===== config.mk =====
export PLATFORM = sky130hd
export DESIGN_NAME = arb_2to1_vector_flat
export DESIGN_NICKNAME = d
export VERILOG_FILES = /design/src/rtl/arb_2to1_vector_if.sv /design/src/rtl/arb_2to1_vector.sv /design/src/flat_wrapper.sv
export SDC_FILE = /design/constraint.sdc
export NUM_CORES = 1
export LEC_CHECK = 0
export CAP_MARGIN = 0
export CORE_UTILIZATION = 41
export DETAILED_ROUTE_END_ITERATION = 6
export GPL_ROUTABILITY_DRIVEN = 0
export GPL_TIMING_DRIVEN = 0
export PLACE_DENSITY = 0.9
export REMOVE_ABC_BUFFERS = 1
export SYNTH_ARGS = -nofsm -noshare
export SYNTH_HDL_FRONTEND = slang
export SYNTH_SLANG_ARGS = --single-unit

===== constraint.sdc =====
create_clock -name clk -period 3.8 [get_ports clk]
set_clock_uncertainty 0.15 [all_clocks]
set_input_delay 0.57 -clock clk [delete_from_list [all_inputs] [get_ports clk]]
set_output_delay 0.57 -clock clk [all_outputs]
set_load 0.02 [all_outputs]

===== src/rtl/arb_2to1_vector_if.sv =====
// Stream bundle between two sources, the arbiter and its sink.
// The arbiter uses the slave modport; the driving environment uses master.
interface arb_2to1_vector_if #(
    parameter int unsigned VECTOR_LEN = 16
) ();
    logic [VECTOR_LEN-1:0] a_data;
    logic                  a_valid;
    logic                  a_ready;
    logic [VECTOR_LEN-1:0] b_data;
    logic                  b_valid;
    logic                  b_ready;
    logic [VECTOR_LEN-1:0] y_data;
    logic                  y_valid;
    logic                  y_ready;
    logic                  sel;

    modport slave (
        input  a_data, a_valid, b_data, b_valid, y_ready,
        output a_ready, b_ready, y_data, y_valid, sel
    );

    modport master (
        output a_data, a_valid, b_data, b_valid, y_ready,
        input  a_ready, b_ready, y_data, y_valid, sel
    );
endinterface


===== src/rtl/arb_2to1_vector.sv =====
// Registered 2-input round-robin stream arbiter feeding mux_2to1_vector.
// sel encodes the source of y_data: 1 = a, 0 = b.
module arb_2to1_vector #(
    parameter int unsigned VECTOR_LEN = 16
) (
    input logic              clk,
    input logic              rst,
    arb_2to1_vector_if.slave bus
);
    logic [VECTOR_LEN-1:0] y_data_q, y_data_d;
    logic                  y_valid_q, y_valid_d;
    logic                  sel_q, sel_d;
    logic                  last_sel_q, last_sel_d;
    logic                  load;
    logic                  a_ready, b_ready;
    logic                  grant_a, grant_b;

    // Readiness depends only on the competing source, never on the own valid.
    always_comb begin
        load    = !y_valid_q || bus.y_ready;
        a_ready = load && (!bus.b_valid || !last_sel_q);
        b_ready = load && (!bus.a_valid || last_sel_q);
        grant_a = bus.a_valid && a_ready;
        grant_b = bus.b_valid && b_ready;
    end

    always_comb begin
        y_data_d   = y_data_q;
        y_valid_d  = y_valid_q;
        sel_d      = sel_q;
        last_sel_d = last_sel_q;
        if (load) begin
            if (grant_a) begin
                y_data_d   = bus.a_data;
                y_valid_d  = 1'b1;
                sel_d      = 1'b1;
                last_sel_d = 1'b1;
            end else if (grant_b) begin
                y_data_d   = bus.b_data;
                y_valid_d  = 1'b1;
                sel_d      = 1'b0;
                last_sel_d = 1'b0;
            end else begin
                // Idle: drop valid but keep data/sel stable for the mux.
                y_valid_d = 1'b0;
            end
        end
    end

    always_ff @(posedge clk or posedge rst) begin
        if (rst) begin
            y_data_q   <= '0;
            y_valid_q  <= 1'b0;
            sel_q      <= 1'b0;
            last_sel_q <= 1'b0;
        end else begin
            y_data_q   <= y_data_d;
            y_valid_q  <= y_valid_d;
            sel_q      <= sel_d;
            last_sel_q <= last_sel_d;
        end
    end

    assign bus.a_ready = a_ready;
    assign bus.b_ready = b_ready;
    assign bus.y_data  = y_data_q;
    assign bus.y_valid = y_valid_q;
    assign bus.sel     = sel_q;
endmodule


===== src/flat_wrapper.sv =====
// flat-port wrapper written by rule: the top's interface ports become plain ports
module arb_2to1_vector_flat 
#(
    parameter int unsigned VECTOR_LEN = 16
)
  (clk, rst, bus_a_data, bus_a_valid, bus_b_data, bus_b_valid, bus_y_ready, bus_a_ready, bus_b_ready, bus_y_data, bus_y_valid, bus_sel);
  arb_2to1_vector_if #(.VECTOR_LEN(VECTOR_LEN)) bus_i ();
  input logic clk;
  input logic rst;
  input wire logic [$bits(bus_i.a_data)-1:0] bus_a_data;
  input wire logic [$bits(bus_i.a_valid)-1:0] bus_a_valid;
  input wire logic [$bits(bus_i.b_data)-1:0] bus_b_data;
  input wire logic [$bits(bus_i.b_valid)-1:0] bus_b_valid;
  input wire logic [$bits(bus_i.y_ready)-1:0] bus_y_ready;
  output wire logic [$bits(bus_i.a_ready)-1:0] bus_a_ready;
  output wire logic [$bits(bus_i.b_ready)-1:0] bus_b_ready;
  output wire logic [$bits(bus_i.y_data)-1:0] bus_y_data;
  output wire logic [$bits(bus_i.y_valid)-1:0] bus_y_valid;
  output wire logic [$bits(bus_i.sel)-1:0] bus_sel;
  assign bus_i.a_data = bus_a_data;
  assign bus_i.a_valid = bus_a_valid;
  assign bus_i.b_data = bus_b_data;
  assign bus_i.b_valid = bus_b_valid;
  assign bus_i.y_ready = bus_y_ready;
  assign bus_a_ready = bus_i.a_ready;
  assign bus_b_ready = bus_i.b_ready;
  assign bus_y_data = bus_i.y_data;
  assign bus_y_valid = bus_i.y_valid;
  assign bus_sel = bus_i.sel;
  arb_2to1_vector #(.VECTOR_LEN(VECTOR_LEN)) u_core (.clk(clk), .rst(rst), .bus(bus_i));
endmodule

== Word level (Yosys, flattened, before mapping) ==
Index checks and enable logic that the tools add are counted.
Word-level totals
  register bits: 18
  input port bits: 37
  output and inout bits: 20
  word-level logic and storage cells: 22
Cells by class
  multiplexer cells: 6
  reductions and logical operators: 13
Operators with widths (number)
  16-bit two-way mux: 2
  1-bit logical AND: 4
  1-bit logical NOT: 4
  1-bit two-way mux: 4
  1-bit logical OR: 3
  2-bit AND reduction: 1
  2-bit nonzero test: 1

== Depth between registers and ports, before layout ==
Gate-level depths: netlist of the first run.
  depth in word-level cells: 6
  mapped depth: 6
  depth with buffers taken out: 3

== Least setup slack after synthesis of the first run ==
OpenSTA, ideal clock, no wires.
  path type: input-to-output
  start: input bus_a_valid
  end: output bus_b_ready
  arrival time: 1.284 ns
  required time: 3.080 ns
  setup slack: 1.796 ns
  stages on the path: 3
  path through: buf_2 > clkbuf_1 > a21oi_1
Between the ends
  cells in the longest elaborated chain, start to end: 3
Ends and longest elaborated chain
  from (decl): RTL line flat_wrapper.sv:11  | input wire logic [$bits(bus_i.a_valid)-1:0] bus_a_valid;
  1-bit logical NOT: RTL line arb_2to1_vector.sv:22  | b_ready = load && (!bus.a_valid || last_sel_q);
  1-bit logical OR: RTL line arb_2to1_vector.sv:22
  1-bit logical AND: RTL line arb_2to1_vector.sv:22
  to (decl): RTL line flat_wrapper.sv:16  | output wire logic [$bits(bus_i.b_ready)-1:0] bus_b_ready;
No other way between the ends.

== Final worst setup path of the first run ==
  start: input bus_y_ready
  end: output bus_a_ready
Between the ends
  cells in the longest elaborated chain, start to end: 2
Ends and longest elaborated chain
  from (decl): RTL line flat_wrapper.sv:14  | input wire logic [$bits(bus_i.y_ready)-1:0] bus_y_ready;
  1-bit logical OR: RTL line arb_2to1_vector.sv:20  | load = !y_valid_q || bus.y_ready;
  1-bit logical AND: RTL line arb_2to1_vector.sv:21  | a_ready = load && (!bus.b_valid || !last_sel_q);
  to (decl): RTL line flat_wrapper.sv:15  | output wire logic [$bits(bus_i.a_ready)-1:0] bus_a_ready;
No other way between the ends.

==> flow_results.org, run 1 <==
** Status
- The flow ran to the end, and the final reports show no timing, DRC or antenna violations.

** GRT
- Grt total ovfl :: 0
- The initial antenna violation count is 0.
- First-pass GRT wire length :: roughly 4300 um
- Number of global-route vias before repair :: roughly 1000
- GRT Overall Usage :: 0.217
- Pin count of the biggest net entering global routing :: 21

** Critical path
- The worst setup path is launched from an input port.
- Most prevalent standard cell on the critical path :: clkdlybuf4s50_1
- STA classifies the critical path endpoint as a primary output.
- At the worst endpoint, the required time is 3.08 ns.
- Crit Path Category :: in2out
- The number of cells on the worst reg-to-reg path is 3.
- Slowest stage cell, crit path :: nor2b_1
- Across all register-to-register paths, the minimum setup slack is roughly 1.5 ns.
- Along the worst path, the maximum fanout reaches 18.
- Slowest stage delay, CP :: 0.86 ns
- R2r startpoint :: u_core.bus.y_valid
- The critical path goes through clkdlybuf4s50_1 > nor2b_1 > a21oi_1 > clkdlybuf4s50_1.
- STA puts the critical path data arrival time at approximately 2.5 ns.
- Endpoint of the most critical register-to-register path :: u_core.bus.y_data[15]

** CTS
- Number of sinks driven by the clock tree :: 18
- Clock latency of the later-clocked register in the worst-skew pair :: between 0.2 and 0.3 ns
- Clock-pin slew reported for the worst setup and hold paths after clock tree synthesis :: around 0.1 ns
- TritonCTS built the clock tree.
- Number of instances resized during post-cts repair :: 0
- Inserted Clock Buffers :: 3
- In this run the number of H-tree levels came out at 1.
- The tree is rooted in a clkbuf_4.
- The number of setup buffers added after CTS is 0.
- Total of hold buffers inserted after clock tree synthesis :: 0
- The longest clock path from root to sink contains 2 buffers.

** Power
- VDD sags by at most between 200 and 300 uV.
- Portion of total power attributed to combinational logic :: 0.399
- The analysis attributes to net switching a power of 191 uW.
- Proportion of power drawn by flip-flops and latches :: 0.404
- Power spread over the standard cell area amounts to ~370 nW/um2.
- Of the total power, the share spent switching nets is 0.323.
- In this run the static leakage power is roughly 0.00065 uW.
- Clock share of power :: 0.197
- Internal Dissipation :: around 400 uW

** Min path
- In this run the most critical hold path is launched from u_core.bus.y_data[0].
- Hold path cells :: 2
- The worst hold path terminates at u_core.bus.y_data[0].
- The tightest min-delay check is of the reg2reg type.

** Final layout
- 0 antenna diodes ended up in the layout.
- Across the whole layout, storage elements account for approximately 450 um2.
- Final net count :: 192
- Combined area of the multi-input logic cells :: around 440 um2
- The area growth from synthesis to layout is 56.9%.
- For this run, the share of the core covered by cells in the final layout is 0.700.
- Leaving out fill and tap cells, the most frequent cell in the layout is clkdlybuf4s50_1.
- The top cell types in the final layout, fill and taps aside, are 56 x clkdlybuf4s50_1, 18 x inv_1, 18 x dfrtp_1.
- Share of layout cells above drive strength 1 :: 0.0909
- The count of cells in the finished layout, fillers not included, comes to ~180.
- Fillcell total :: ~160
- After routing the design area is 1590 um2.

** Floorplan
- The die covers 2680 um2.
- The initial utilization of the core area, before any placement, comes to 0.446.
- FP Rows :: 17
- Measured along the x axis, the die boundary spans between 50 and 60 um.
- Core Region :: 2280 um2
- Die span in y :: around 52 um
- IO Pins :: 57

** Routing
- Via/cell ratio :: around 5.6
- Detailed-router iteration count before antenna repair :: 4
- Summed over all layers, the routed wires come to about 2700 um.
- Count of nets left with antenna violations after detail routing :: 0
- Via count :: a little over 1000
- Number of DRC markers after the initial detailed-route iteration :: 46
- Routed length per placed instance :: between 15 and 20 um
- DRC errors left :: 0

** Timing
- Setup TNS after final layout :: 0 ns
- Period Utilization, post-route :: 0.856
- Count of final max-slew check failures :: 0
- Pin slew with the least headroom to its limit :: 1.12 ns
- Setup repair after global routing missed its margin :: no
- Fmax :: between 300 and 400 MHz
- Worst hold slack :: just under 0.4 ns
- The number of hold-slack violations in the final timing report was 0.
- Clock period minus worst slack :: between 3 and 4 ns
- Max-slew headroom :: 0.253
- Setup violations remaining at the end of the flow were counted as 0.

** Flow run
- The tool flagged a number of max-cap violations equal to 0.

** Synth
- In this run, distinct cell masters in the synthesized netlist total 17.
- Parity-gate share of the synthesized area counting xor and xnor cells :: 0
- Avg Cell Area, Syn :: ~9.7 um2
- Largest family of logic cells by synthesized area :: compound AO/OA/AOI/OAI gates
- Flops & latches, synth :: 18
- The fraction of the mapped netlist area in compound gates came to 0.309.
- Post-Synth Adder-Cell Area :: 0
- During synthesis, Yosys emitted a total of 0 warnings.
- Of the synthesized area, sequential elements account for 0.443.
- The cell area that synthesis handed to floorplanning was between 1000 and 1500 um2.
- Post-synthesis share of cell area spent on and, or, nand and nor gates :: 0.128
- Portion of netlist area occupied by mux cells :: 0
- Number of standard cells after synthesis :: between 100 and 150

** Placement
- Detailed placement ended at an HPWL of 1870 um.
- After detailed placement, the design holds a cell count of roughly 180.
- In this run the cell area measured after placement is 1560 um2.
- Port Buffers :: 56
[per-layer routing]
metal | part of all wire | GRT usage
met1 | 0.40 | 0.265
met2 | 0.51 | 0.385
met5 | 0 | 0
met3 | 0.080 | 0.0497
met4 | 0.0073 | 0.0495
[metrics by stage]
stage / worst slack, ns / total power [uW]
4_1_cts: 0.607 / 596
2_1_floorplan: 1.75 / 354
3_5_place_dp: 0.629 / 480
3_3_place_gp: 0.640 / 474
5_1_grt: 0.435 / 623
6_report: 0.546 / 592
[cell usage after synthesis, drive strengths merged]
| master | number | area share |
|---|---|---|
| o311ai | 16 | 0.20 |
| nand4 | 16 | 0.099 |
| nor2b | 1 | 0.0062 |
| nand2b | 1 | 0.0062 |
| buf | 5 | 0.031 |
| a21o | 1 | 0.0074 |
| o21ai | 17 | 0.087 |
| nor2 | 1 | 0.0037 |
| a21oi | 2 | 0.0099 |
| inv | 18 | 0.066 |
| and3 | 1 | 0.0062 |
| nand2 | 2 | 0.0074 |
| clkbuf | 6 | 0.022 |
| dfrtp | 18 | 0.44 |
[critical path: cells and delay by family]
| family | cells | cell delay [ns] |
|---|---|---|
| AND/OR/NAND/NOR | 1 | 0.86 |
| buffers and inverters | 2 | 1.01 |
| AO/OA/AOI/OAI | 1 | 0.09 |
[sequential cells by signal (all words and copies together) (netlist names)]
register            cells
u_core.bus.y_data      16
u_core.bus.sel          1
u_core.bus.y_valid      1
[logic make-up (layout without fill, tap and decap cells)]
kind of cell	Yosys count	in the layout
compound gates	36	36
buf+inv	29	78
flops	18	18
simple gates	22	22
[worst max-delay path by stage]
stage	endpoint	from	depth (start not counted)	slack (ns)
2_1_floorplan	u_core.bus.y_data[0]	bus_y_ready	3	1.75
3_3_place_gp	bus_a_ready	bus_y_ready	4	0.64
3_5_place_dp	bus_a_ready	bus_y_ready	4	0.63
4_1_cts	bus_a_ready	bus_y_ready	4	0.61
5_1_grt	bus_a_ready	bus_y_ready	4	0.43
6_report	bus_a_ready	bus_y_ready	4	0.55
[power by group through the flow]
stage               logic, uW  clock network (uW)  registers [uW]
CTS                       238                 119             240
finish                    236                 117             239
global placement          232                   0             242
detailed placement        237                   0             243
global route              253                 126             244
floorplan                73.5                   0             280
[area by class of cell]
class | instances | area share
well taps | 28 | 0.0220
multi-input cells | 58 | 0.279
repair buffers | 56 | 0.352
clock buffers | 4 | 0.0228
inverters | 18 | 0.0424
flip-flops and latches | 18 | 0.283
Power figures use the tool's default switching activity.
==> inputs of run 2 (changes only) <==
--- a/config.mk
+++ b/config.mk
@@ -6,11 +6,12 @@
 export NUM_CORES = 1
 export LEC_CHECK = 0
 export CAP_MARGIN = 0
-export CORE_UTILIZATION = 41
+export CORE_UTILIZATION = 42
+export CTS_BUF_LIST = sky130_fd_sc_hd__clkbuf_4 sky130_fd_sc_hd__clkbuf_8
 export DETAILED_ROUTE_END_ITERATION = 6
 export GPL_ROUTABILITY_DRIVEN = 0
 export GPL_TIMING_DRIVEN = 0
-export PLACE_DENSITY = 0.9
+export PLACE_DENSITY = 0.92
 export REMOVE_ABC_BUFFERS = 1
 export SYNTH_ARGS = -nofsm -noshare
 export SYNTH_HDL_FRONTEND = slang
==> flow_results.org, run 2 (same netlist as run 1, synthesis figures left out) <==
** CTS
- In this run the number of H-tree levels came out at 1.
- Clock-pin slew reported for the worst setup and hold paths after clock tree synthesis :: roughly 0.10 ns
- Inserted Clock Buffers :: 3
- Clock latency of the later-clocked register in the worst-skew pair :: 0.28 ns
- Post-CTS Setup Bufs :: 0
- Number of instances resized during post-cts repair :: 0
- TritonCTS clock tree :: done
- Buffers from clock root to sink, at most :: 2
- Clock root buffer :: clkbuf_4
- The clock net in this run drives a total of 18 sinks.
- In this run, post-CTS hold repair placed 0 buffers.

** Power
- Switching Share :: 0.336
- IR analysis of the VDD net gives a maximum drop of roughly 240 uV.
- In this run the static leakage power is between 0.0006 and 0.0007 uW.
- Power spread over the standard cell area amounts to between 300 and 400 nW/um2.
- The share of total power dissipated in combinational logic is 0.418.
- Internal power comes to approximately 380 uW.
- Power dissipated by switching net loads :: approximately 190 uW
- Clock share of power :: 0.163
- Proportion of power drawn by flip-flops and latches :: 0.419

** Placement
- Once placement finished, the instance area stood at around 1600 um2.
- Estimated wirelength of the detail-placed design :: just over 2000 um
- Worst setup slack before clock tree synthesis :: 0.632 ns
- The count of buffers added on input and output ports is between 50 and 60.

** GRT
- Pin count of the biggest net entering global routing :: 21
- Number of global-route vias before repair :: about 1100
- For this run the aggregate overflow at the end of global routing stands at 0.
- The initial antenna violation count came to 0.
- GRT Overall Usage :: 0.242
- The first global-routing pass estimated ~4600 um of wire.

** Critical path
- Endpoint type of the worst setup path :: primary output
- For flop-to-flop paths, the worst setup slack is ~1.5 ns.
- Gate family responsible for the most delay along the worst path :: buffers and inverters
- Of all nets on the critical path, the largest fanout is 18.
- CP cell instances :: clkdlybuf4s50_1 > nor2b_1 > a21oi_1 > clkdlybuf4s50_1
- Slowest stage delay, CP :: ~0.83 ns
- The slowest stage of the critical path belongs to the cell nor2b_1.
- Crit Path Category :: in2out
- Signal arrival time at the worst endpoint :: ~2.5 ns
- Buffer and inverter count on the worst path :: 2
- STA classifies the critical path startpoint as an input port.
- In this design, the critical path's most frequently occurring cell is clkdlybuf4s50_1.
- WP data required :: 3.08 ns

** Floorplan
- Core Region :: between 2000 and 2500 um2
- 57 I/O pins were placed.
- Measured along the y axis, the die boundary spans between 50 and 60 um.
- FP Rows :: 17
- The die is around 50 um wide.
- Initial Utilization :: 0.451
- The die covers around 2600 um2.

** Routing
- Count of nets left with antenna violations after detail routing :: 0
- Via/cell ratio :: around 5.8
- The routed design has approximately 3000 um of wire.
- Routed length per placed instance :: around 17 um
- For this run, design rule violations remaining after detail routing come to 0.
- The routed layout has about 1100 vias.
- For this run, the detailed router's first-pass iteration total came to 7.
- In this run, the number of DRC markers left after iteration 0 of detailed routing was 16.

** Timing
- Period Utilization, post-route :: 0.843
- The number of max-slew violations in the final report came to 0.
- Final-report setup violation count :: 0
- Counting I/O delays and the setup requirement, the final critical path takes ~3.2 ns.
- Setup repair after global routing left no endpoint under its margin.
- Fmax :: approximately 310 MHz
- Setup TNS after final layout :: 0 ns
- For the pin with the worst max-slew slack, the measured transition is ~1.1 ns.
- The number of hold-slack violations in the final timing report came to 0.
- Setup slack closes at a little under 0.6 ns.
- Max-slew headroom :: 0.285

** Final layout
- Share of layout cells above drive strength 1 :: 0.0850
- The register with the most flip-flops in the layout has 16 of them.
- Compared with the post-synthesis result, the final layout area differs by 55.5%.
- Most common library cell in the layout ignoring fill and taps :: clkdlybuf4s50_1
- The top cell types in the final layout, fill and taps aside, are 56 x clkdlybuf4s50_1, 18 x inv_1, 18 x dfrtp_1.
- Final net count :: approximately 190
- The repair_antennas step left the layout with diodes totalling 0.
- With fillers left out, the area of the finished cells amounts to ~1600 um2.

** Status
- Outcome :: finished clean

** Min path
- The worst hold path belongs to the class reg2reg.

** Flow run
- Max-cap violations in this run came to 0.
-- run 2: layout make-up --
class                      count  area, um2
tap                           28       35.0
clock buffer                   3       22.5
timing repair buffer          56        561
sequential                    18        450
multi-input combinational     58        444
inverter                      18       67.6
fill                         170        674
-- run 2: power by group through the flow --
stage	sequential [uW]	clock, uW	combinational [uW]
after floorplan	280	0	73.5
after global placement	240	0	234
after detailed placement	243	0	239
after CTS	239	92.0	240
after global routing	242	100	254
final	239	93.1	239
-- run 2: routing by layer --
layer  vias to the layer above  part of all wire  GRT usage
li1                        490                 -          -
met2                        52              0.47      0.414
met4                         0             0.016      0.130
met1                       505              0.44      0.279
met3                         4             0.077     0.0536
met5                         -                 0          0
-- run 2: worst register-to-register path, stage by stage, from the launching register on --
cell	delay [ns]
dfrtp_1	0.41
nand2b_1	0.56
and3_1	0.86
o311ai_1	0.20
-- run 2: path summary, 6_finish.rpt --
| kind | startpoint | to | cells after the start |
|---|---|---|---|
| min in group asynchronous | rst | u_core.bus.y_data[9] | 2 |
| max | bus_y_ready | bus_b_ready | 4 |
| min reg2reg | u_core.bus.y_data[2] | u_core.bus.y_data[2] | 2 |
| min | u_core.bus.y_data[2] | u_core.bus.y_data[2] | 2 |
| max reg2reg | u_core.bus.y_valid | u_core.bus.y_data[15] | 3 |
| max in group asynchronous | rst | u_core.bus.y_valid | 2 |
-- run 2: stage by stage --
| step | total power [uW] | hold slack, ns | cells | util |
|---|---|---|---|---|
| finish | 571 | 0.387 | 181 | 0.701 |
| global route | 596 | 0.413 | 181 | 0.701 |
| CTS | 571 | 0.385 | 181 | 0.701 |
| detailed placement | 482 | 0.365 | 178 | 0.691 |
| global placement | 474 | 0.345 | 178 | 0.691 |
| floorplan | 354 | 0.359 | 94 | - |
